--- src/rtl/card_shoe.sv ---
// Multi-deck card shoe: per-rank inventory, LFSR-driven rank selection with
// linear probing past exhausted ranks, and a 13-cycle rank-by-rank refill.
module card_shoe #(
  parameter int          NUM_DECKS  = 1,
  parameter logic [15:0] SEED       = 16'hACE1,
  parameter int          LOW_THRESH = 13,
  localparam int         CW         = $clog2(52*NUM_DECKS+1),
  localparam int         RW         = $clog2(4*NUM_DECKS+1)
) (
  input  logic          clk,
  input  logic          reset,
  input  logic          draw_req,
  input  logic          shuffle_req,
  output logic          card_valid,
  output logic [3:0]    card,
  output logic [3:0]    card_points,
  output logic [CW-1:0] cards_left,
  output logic          empty,
  output logic          low,
  output logic          busy,
  output logic          draw_err
);

  typedef enum logic [1:0] {IDLE, SEARCH, SHUFFLE} state_t;

  localparam logic [15:0]   SEED_EFF  = (SEED == 16'h0000) ? 16'h0001 : SEED;
  localparam logic [15:0]   LFSR_MASK = 16'hB400;
  localparam logic [RW-1:0] RANK_FULL = RW'(4*NUM_DECKS);
  localparam logic [CW-1:0] SHOE_FULL = CW'(52*NUM_DECKS);
  localparam logic [31:0]   LOW_T     = 32'(LOW_THRESH);
  localparam logic [3:0]    LAST_IDX  = 4'd12;

  state_t        state_q, state_d;
  logic [15:0]   lfsr_q, lfsr_d;
  logic [3:0]    probe_q, probe_d;
  logic [3:0]    fill_q, fill_d;
  logic [3:0]    card_q, card_d;
  logic [3:0]    points_q, points_d;
  logic [CW-1:0] cards_left_q, cards_left_d;
  logic          card_valid_q, card_valid_d;
  logic          draw_err_q, draw_err_d;
  logic [RW-1:0] rank_cnt_q [13];
  logic [RW-1:0] rank_cnt_d [13];
  logic [12:0]   rank_avail;
  logic [3:0]    start_idx;

  genvar gi;
  generate
    for (gi = 0; gi < 13; gi++) begin : g_avail
      assign rank_avail[gi] = |rank_cnt_q[gi];
    end
  endgenerate

  // Fold the 4-bit LFSR slice onto 0..12 so every rank can be a starting point.
  assign start_idx = (lfsr_q[3:0] >= 4'd13) ? (lfsr_q[3:0] - 4'd13) : lfsr_q[3:0];

  always_comb begin
    state_d      = state_q;
    lfsr_d       = lfsr_q[0] ? ((lfsr_q >> 1) ^ LFSR_MASK) : (lfsr_q >> 1);
    probe_d      = probe_q;
    fill_d       = fill_q;
    card_d       = card_q;
    points_d     = points_q;
    cards_left_d = cards_left_q;
    card_valid_d = 1'b0;
    draw_err_d   = 1'b0;
    rank_cnt_d   = rank_cnt_q;

    case (state_q)
      IDLE: begin
        if (shuffle_req) begin
          state_d = SHUFFLE;
          fill_d  = 4'd0;
        end else if (draw_req) begin
          if (cards_left_q == '0) begin
            draw_err_d = 1'b1;
          end else begin
            probe_d = start_idx;
            state_d = SEARCH;
          end
        end
      end
      SEARCH: begin
        if (rank_avail[probe_q]) begin
          rank_cnt_d[probe_q] = rank_cnt_q[probe_q] - RW'(1);
          cards_left_d        = cards_left_q - CW'(1);
          card_d              = probe_q + 4'd1;
          points_d            = (probe_q >= 4'd9) ? 4'd10 : (probe_q + 4'd1);
          card_valid_d        = 1'b1;
          state_d             = IDLE;
        end else begin
          probe_d = (probe_q == LAST_IDX) ? 4'd0 : (probe_q + 4'd1);
        end
      end
      SHUFFLE: begin
        rank_cnt_d[fill_q] = RANK_FULL;
        if (fill_q == LAST_IDX) begin
          cards_left_d = SHOE_FULL;
          state_d      = IDLE;
        end else begin
          fill_d = fill_q + 4'd1;
        end
      end
      default: state_d = IDLE;
    endcase
  end

  always_ff @(posedge clk) begin
    if (reset) begin
      state_q      <= IDLE;
      lfsr_q       <= SEED_EFF;
      probe_q      <= 4'd0;
      fill_q       <= 4'd0;
      card_q       <= 4'd0;
      points_q     <= 4'd0;
      cards_left_q <= SHOE_FULL;
      card_valid_q <= 1'b0;
      draw_err_q   <= 1'b0;
      for (int i = 0; i < 13; i++) begin
        rank_cnt_q[i] <= RANK_FULL;
      end
    end else begin
      state_q      <= state_d;
      lfsr_q       <= lfsr_d;
      probe_q      <= probe_d;
      fill_q       <= fill_d;
      card_q       <= card_d;
      points_q     <= points_d;
      cards_left_q <= cards_left_d;
      card_valid_q <= card_valid_d;
      draw_err_q   <= draw_err_d;
      rank_cnt_q   <= rank_cnt_d;
    end
  end

  assign card_valid  = card_valid_q;
  assign card        = card_q;
  assign card_points = points_q;
  assign cards_left  = cards_left_q;
  assign draw_err    = draw_err_q;
  assign busy        = (state_q != IDLE);
  assign empty       = (cards_left_q == '0);
  assign low         = 32'(cards_left_q) < LOW_T;

endmodule

--- config.mk ---
export PLATFORM = sky130hd
export DESIGN_NAME = card_shoe
export DESIGN_NICKNAME = d
export VERILOG_FILES = /design/src/rtl/card_shoe.sv
export SDC_FILE = /design/constraint.sdc
export NUM_CORES = 1
export LEC_CHECK = 0
export CORE_MARGIN = 2
export CORE_UTILIZATION = 61
export CTS_BUF_LIST = sky130_fd_sc_hd__clkbuf_2
export DETAILED_ROUTE_END_ITERATION = 10
export MAX_ROUTING_LAYER = met4
export PLACE_DENSITY = 0.81
export SYNTH_ARGS = -nofsm -noshare
export SYNTH_HDL_FRONTEND = slang
export SYNTH_SLANG_ARGS = --single-unit
--- constraint.sdc ---
create_clock -name clk -period 7.69 [get_ports clk]
set_input_delay 1.1535 -clock clk [delete_from_list [all_inputs] [get_ports clk]]
set_output_delay 1.1535 -clock clk [all_outputs]
set_load 0.03 [all_outputs]
== After elaboration in Yosys (flattened, before gate mapping) ==
Cells that the tools add are included.

* Add/sub/neg operators: 5
* Multipliers: 0
* Divide/modulo/power cells: 0
* $lt $le $gt $ge: 8
* Equality and inequality tests: 14
* Shift-type cells: 0
* Muxes and demuxes: 35
* Bitwise operators: 9
* Reductions and logical operators: 29

{| class="wikitable"
|+ Operators with widths
! kind !! number
|-
| 39-bit one-hot mux with 2 select lines || 1
|-
| 39-bit bitwise mux || 1
|-
| 39-bit 2-to-1 mux || 1
|-
| 3-bit OR reduction || 13
|-
| 4-bit 2-to-1 mux || 9
|-
| 26-bit AND || 1
|-
| 26-bit NOT || 1
|-
| 3-bit demux with 4-bit select || 2
|-
| 16-bit 2-to-1 mux || 1
|-
| 2-bit != test (second input constant) || 8
|-
| 4-bit one-hot mux with 2 select lines || 2
|-
| 13-bit OR || 1
|-
| 3-bit binary-select mux with 4-bit select || 1
|-
| 3-bit 2-to-1 mux || 4
|-
| 6-bit 2-to-1 mux || 2
|-
| 6-bit one-hot mux with 2 select lines || 1
|-
| 5-bit >= comparator (second input constant) || 2
|-
| 5-bit by 1-bit < comparator with 1-bit output (second input constant) || 2
|-
| 2-bit 2-to-1 mux || 5
|-
| 4-bit NOT with 5-bit output || 2
|-
| 4-bit by 1-bit adder with 4-bit output (second input constant) || 2
|-
| 4-bit == test (second input constant) || 2
|-
| 4-bit >= comparator (second input constant) || 2
|-
| 2-bit nonzero test || 4
|-
| 22 further kinds || 30
|}

* Register bits: 81
* Latch bits: 0
* Memory bits (writable): 0
* Bits in read-only memories: 0
* Word-level logic and storage cells: 122
* Memories kept: 0

== Longest topological paths before layout ==
Gate-level depths: netlist (run 1).

* Word-level depth: 8
* Depth in mapped cells: 13
* Mapped depth without buffers: 11

== Least setup slack after synthesis (run 1) ==
Ideal clock, no wire load.

* Kind: register to output
* Start: register cards_left_q[3], in the netlist cards_left[3]
* End: output empty
* Arrival: 1.960 ns
* Slack: 4.576 ns
* Cell stages (with the launch flop): 3
* Path buffers: 0
* Path through: dfxtp_1 or2_2 nor4b_1

* Word-level cells in the longest chain between the ends: 1

{| class="wikitable"
|+ Ends and longest elaborated chain
! what !! RTL line !! text
|-
| from (decl) || 39 || <nowiki>logic [CW-1:0] cards_left_q, cards_left_d;</nowiki>
|-
| from (signal assigned) || 129 || <nowiki>cards_left_q <= cards_left_d;</nowiki>
|-
| 6-bit zero test || 142 || <nowiki>assign empty = (cards_left_q == '0);</nowiki>
|-
| to (decl) || 18 || <nowiki>output logic empty,</nowiki>
|}

Every way passes these cells.

== Worst setup path after layout (run 1) ==
Same ends and word-level chain as after synthesis.

==> results.yml, run 1 <==
clock_network:
  cts_buffers: 9
  insertion_delay_ns: 0.58
  post_cts_buffers: 0
  cts_tree: "done"
  cts_hold_buf: 0
  htree_levels: 3
  clockBufferDepth: 2
  clock-sinks: 81
  root_buffer: "clkbuf_2"
  cts_resized: 0
  clkTransAtPathRegs_ns: 0.25
finish:
  diodes: 0
  finalNetCount: 534
  final-seq-area_sq_mm: 0.00162
  final_util: 0.674
  multi_input_area_sq_mm: 0.00262
  n_fill_cell: 581
  drive_gt1_frac: 0.104
  syn_to_final_growth_pct: 8.44
  final_common_cell: "dfxtp_1"
  layout_common_cells: "81 x dfxtp_1, 45 x nand2_1, 44 x nor2_1"
  design_area_sq_mm: 0.00484
sta:
  fin_worst_skew_ns: 0.0449
  slew_violations: 0
  slew-limit-headroom: 0.290
  setup_viol: 0
  setup-tns-final_ns: 0
  hold_viol_final: 0
  fin_crit_sh: 0.520
  max_freq_mhz: 250
  min_period_ns: 4.00
  hold-worst-slack_ns: 0.448
  tightest_slew_ns: 1.07
  rsz0062_at_grt: "no"
grt:
  overflow: 0
  grt_pass1_vias: 3567
  antenna_found_initial: 0
  grt_pass1_wl_mm: 18.6
  track_usage: 0.317
  grt_max_degree: 64
worst_setup_path:
  critPathKind: "flip-flop to output pin"
  r2r_cells: 6
  cpLargestDelayFamily: "simple AND/OR/NAND/NOR gates"
  crit_cells: 3
  crit_path_end_kind: "output pin"
  cp_slowest_cell: "clkdlybuf4s50_1"
  worst-path-buf-inv: 1
  cp_max_fo: 6
  cp_cell_sequence: "or2_2, nor4b_1, clkdlybuf4s50_1"
  arrival_ns: 2.85
  slowest_delay_ns: 0.81
  startpoint_type: "flip-flop"
  required_ns: 6.54
synth:
  ys_seq_elements: 81
  synth_cell_types: 58
  syn_nets: 534
  async_flop_share: 0
  yosysSeqAreaShare: 0.364
  netlist_area_sq_mm: 0.00446
  syn_avg_cell_area_sq_um: 8.64
  yosys_warnings: 0
  synthFlopType: "dfxtp_1"
  synth-edff-count: 0
  synthCells: 516
floorplan:
  rows: 31
  core-area_sq_mm: 0.00718
  die_w_um: 89.5
  dieArea_sq_mm: 0.00801
  pin_count: 23
  die_h_um: 89.5
  start_util: 0.622
detailed_routing:
  firstDrtPassIters: 6
  antenna_left: 0
  first_iter_violations: 478
  routed_wl_mm: 12.1
  drc: 0
  route.vias.total: 4120
  avgViaCountPerCell: 6.65
  wl_per_cell_um: 19.5
job:
  max-cap-violations: 0
placement:
  hpwl_mm: 8.12
  gp_congestion: 0.951
  io_buffers: 22
  placed_area_sq_mm: 0.00469
min_path:
  hold_path.class: "flip-flop to flip-flop"
  holdPathStages: 1
pwr:
  p_leak_nw: 1.72
  ir_drop_mv: 0.147
  p_per_area_mw_per_mm2: 178
status:
  status: "finished, final reports clean"
-- routing by layer --
| layer | track usage | routed length, um |
|---|---|---|
| met2 | 0.473 | 5700 |
| met5 | - | 0 |
| met3 | 0.0702 | 995 |
| met4 | 0.0950 | 188 |
| met1 | 0.430 | 5210 |
-- where the power goes --
group	internal, W	switching (W)
combinational	0.0000444	0.0000766
clock	0.000114	0.000169
sequential	0.000437	0.0000198
-- Yosys cell counts, types with 3 or more instances --
master,instances,area share
a2111o_1,5,0.013
a2111oi_1,4,0.0090
a2111oi_2,6,0.020
a211oi_1,10,0.017
a21oi_1,39,0.044
a311oi_1,8,0.016
a31oi_1,18,0.025
and2_1,8,0.011
and3_1,25,0.035
buf_2,7,0.0079
buf_4,4,0.0067
clkbuf_1,24,0.020
dfxtp_1,81,0.36
ha_1,14,0.039
inv_1,18,0.015
mux2_2,5,0.013
mux2i_1,18,0.040
mux4_2,7,0.035
nand2_1,45,0.038
nand2b_1,4,0.0056
nand3_1,22,0.025
nand3b_1,3,0.0050
nand4_1,6,0.0084
nor2_1,44,0.037
nor2b_1,17,0.024
nor3_1,5,0.0056
nor4_1,3,0.0042
o2111ai_1,4,0.0079
o21ai_0,8,0.0090
o22ai_1,3,0.0042
o31ai_1,3,0.0050
or2_2,5,0.0070
xnor2_1,7,0.014
xor2_1,3,0.0059
-- kinds of logic after synthesis --
logic type	count (synthesis)	synth area share
AND/OR/NAND/NOR	197	0.226
AO/OA/AOI/OAI	128	0.209
flip-flops	81	0.364
buffers and inverters	56	0.0541
multiplexers	30	0.0884
adder cells (fa/ha/maj)	14	0.0393
XOR/XNOR	10	0.0196
-- metrics by stage --
stage          setup slack (ns)  instances  total power (W)
2_1_floorplan              4.58        516         0.000547
3_3_place_gp               4.06        604         0.000578
3_5_place_dp               4.03        604         0.000582
4_1_cts                    3.64        620         0.000857
5_1_grt                    3.57        620         0.000887
6_report                   3.69        620         0.000861
-- area by class of cell --
cell class	count	share of cell area
clock buffer	9	0.00931
clock inverter	7	0.0220
inverter	18	0.0140
multi-input combinational	379	0.542
sequential	81	0.335
tap	99	0.0256
timing repair buffer	27	0.0523
-- registers in the layout (all words and copies together) (netlist names) --
name         cells
card_valid       1
draw_err         1
rank_cnt_q      39
probe_q          4
fill_q           4
card             4
card_points      4
lfsr_q          16
state_q          2
cards_left       6
-- final timing paths --
kind                                                  from  slack (ns)                    endpoint
worst max register to register     probe_q[0]$_SDFFE_PP0P_        3.95  rank_cnt_q[8]$_SDFFE_PP1P_
worst min register to register       lfsr_q[12]$_SDFF_PP0_        0.45       lfsr_q[11]$_SDFF_PP1_
worst max-delay path            cards_left[3]$_SDFFE_PP0P_        3.69                       empty
worst min-delay path                 lfsr_q[12]$_SDFF_PP0_        0.45       lfsr_q[11]$_SDFF_PP1_
Note: power is estimated with default switching activity, not from simulation.
==> inputs of run 2 (changes only) <==
Settings changed: CORE_UTILIZATION 61 to 56, PLACE_DENSITY 0.81 to 0.78.
Clock period 7.69 ns to 3.4 ns, I/O delays scaled along.
==> run 2 against run 1 <==
  * Wire length up 4.6%
  * Flip-flop and latch count unchanged
  * Clock skew down 0.030 ns
  * First-iteration DRC count down 4.4%
  * Sequential power up 130%
  * Count of clock-buffer cells in the layout unchanged
  * Via count unchanged
  * Clock power up 94%
==> results.yml, run 2 (synthesized netlist as in run 1, its figures left out) <==
worst_setup_path:
  cpLargestDelayFamily: "compound AO/OA/AOI/OAI gates"
  ff2ff_setup_slack_ns: 0.22
  worst-path-buf-inv: 1
  required_ns: 3.95
  critPathKind: "flip-flop to flip-flop"
  crit_start: "probe_q[1]$_SDFFE_PP0P_"
  crit_path_end_kind: "flip-flop"
  cp_slowest_cell: "dfxtp_1"
  rr_endpoint: "rank_cnt_q[34]$_SDFFE_PP0P_"
  cp_max_fo: 14
  cp_cell_sequence: "buf_4, mux4_2, a221o_1, o21ai_2, ha_1, nor2_1, nand3_1, a31oi_1, a31oi_1, a21oi_1"
  arrival_ns: 3.72
  r2r-start: "probe_q[1]$_SDFFE_PP0P_"
  r2r_cells: 10
  slowest_delay_ns: 0.69
  startpoint_type: "flip-flop"
  cp_common_cell: "a31oi_1"
floorplan:
  die_w_um: 93.3
  start_util: 0.577
  dieArea_sq_mm: 0.00870
  rows: 32
  pin_count: 23
  die_h_um: 93.3
  core-area_sq_mm: 0.00773
placement:
  hpwl_mm: 8.96
  gp_congestion: 0.971
  dp_worst_setup_slack_ns: 0.370
  io_buffers: 22
  dp.cells: 622
  placed_area_sq_mm: 0.00480
finish:
  syn_to_final_growth_pct: 10.5
  instances_no_fill: 638
  design_area_sq_mm: 0.00493
  final_util: 0.638
  finalNetCount: 549
  largest-register: "rank_cnt_q"
  n_fill_cell: 681
  final-seq-area_sq_mm: 0.00162
  drive_gt1_frac: 0.131
  layout_common_cells: "80 x dfxtp_1, 45 x nand2_1, 44 x nor2_1"
  diodes: 0
  largest_reg_flops: 39
  final_common_cell: "dfxtp_1"
  multi_input_area_sq_mm: 0.00262
grt:
  grt_util_met1: 0.421
  grt_use_met3: 0.0508
  grt_use_met2: 0.462
  grt_max_degree: 35
  busiest_layer: "met2"
  grt_pass1_vias: 3937
  overflow: 0
  grt_pass1_wl_mm: 20.3
  track_usage: 0.308
  antenna_found_initial: 0
detailed_routing:
  wl_per_cell_um: 19.8
  first_iter_violations: 457
  route.vias.total: 4120
  drc: 0
  avgViaCountPerCell: 6.46
  routed_wl_mm: 12.7
  firstDrtPassIters: 6
  antenna_left: 0
clock_network:
  htree_levels: 3
  insertion_delay_ns: 0.60
  clkTransAtPathRegs_ns: 0.27
  cts_buffers: 9
  cts_tree: "done"
  clockBufferDepth: 2
  clock-sinks: 81
  root_buffer: "clkbuf_2"
sta:
  setup_viol: 0
  tightest_slew_ns: 0.997
  min_period_ns: 3.18
  hold_viol_final: 0
  max_freq_mhz: 315
  fin_ws_ns: 0.222
  slew_violations: 0
  setup-tns-final_ns: 0
  fin_worst_skew_ns: 0.0144
  fin_crit_sh: 0.935
  rsz0062_at_grt: "no"
  slew-limit-headroom: 0.335
status:
  status: "finished, final reports clean"
min_path:
  min_from: "reset"
  hold_path.class: "input pin to flip-flop"
  holdPathStages: 2
  min_to: "cards_left[1]$_SDFFE_PP0P_"
pwr:
  p_leak_nw: 1.79
  p_per_area_mw_per_mm2: 380
  ir_drop_mv: 0.293
job:
  max-cap-violations: 0
==> run 2: cell count changes in the layout (fill, tap and decap cells not counted), sizes merged <==
cell    change
buf        +15
bufinv      -2
clkinv      +1
inv         +1
==> run 2: repair_timing <==
action                                  CTS  global route
endpoints found under the setup margin    0             4
buffers inserted                          0             0
hold buffers                              0             0
gates resized for setup                   0             1
endpoints found under the hold margin     0             0
==> run 2: layout make-up <==
cell class / instances / area share
Multi-Input combinational cell: 379 / 0.532
Sequential cell: 81 / 0.329
Timing Repair Buffer: 42 / 0.0741
Tap cell: 102 / 0.0259
Clock inverter: 7 / 0.0160
Inverter: 18 / 0.0137
Clock buffer: 9 / 0.00914
==> run 2: how the worst max path moves through the flow <==
stage / endpoint / depth (start not counted) / slack [ns]
floorplan: probe_q[0]$_SDFFE_PP0P_ / 6 / 0.39
global placement: rank_cnt_q[37]$_SDFFE_PP0P_ / 9 / 0.49
detailed placement: rank_cnt_q[16]$_SDFFE_PP0P_ / 7 / 0.37
CTS: rank_cnt_q[10]$_SDFFE_PP0P_ / 10 / 0.31
global route: rank_cnt_q[10]$_SDFFE_PP0P_ / 10 / 0.007
finish: rank_cnt_q[34]$_SDFFE_PP0P_ / 10 / 0.22
==> run 2: metrics by stage <==
step / power, W / hold WS [ns]
floorplan: 0.00124 / 0.389
global placement: 0.00132 / 0.393
detailed placement: 0.00133 / 0.400
CTS: 0.00186 / 0.341
global route: 0.00195 / 0.355
finish: 0.00187 / 0.338
==> run 2: worst reg2reg max path, stage by stage (launching register included) <==
cell and delay, ns:
dfxtp_1 0.69, buf_4 0.30, mux4_2 0.33, a221o_1 0.34
o21ai_2 0.11, ha_1 0.29, nor2_1 0.49, nand3_1 0.15
a31oi_1 0.17, a31oi_1 0.06, a21oi_1 0.19
==> run 2: metal layers <==
layer	wire length (um)	vias to the layer above
met5	0	-
met4	284	0
met3	915	36
met1	5750	1972
li1	-	1918
met2	5700	194
==> run 2: where the power goes <==
group          switching [W]  total, W  internal, W
Clock               0.000422  0.000548     0.000127
Sequential         0.0000381   0.00103     0.000989
Combinational       0.000184  0.000295     0.000111
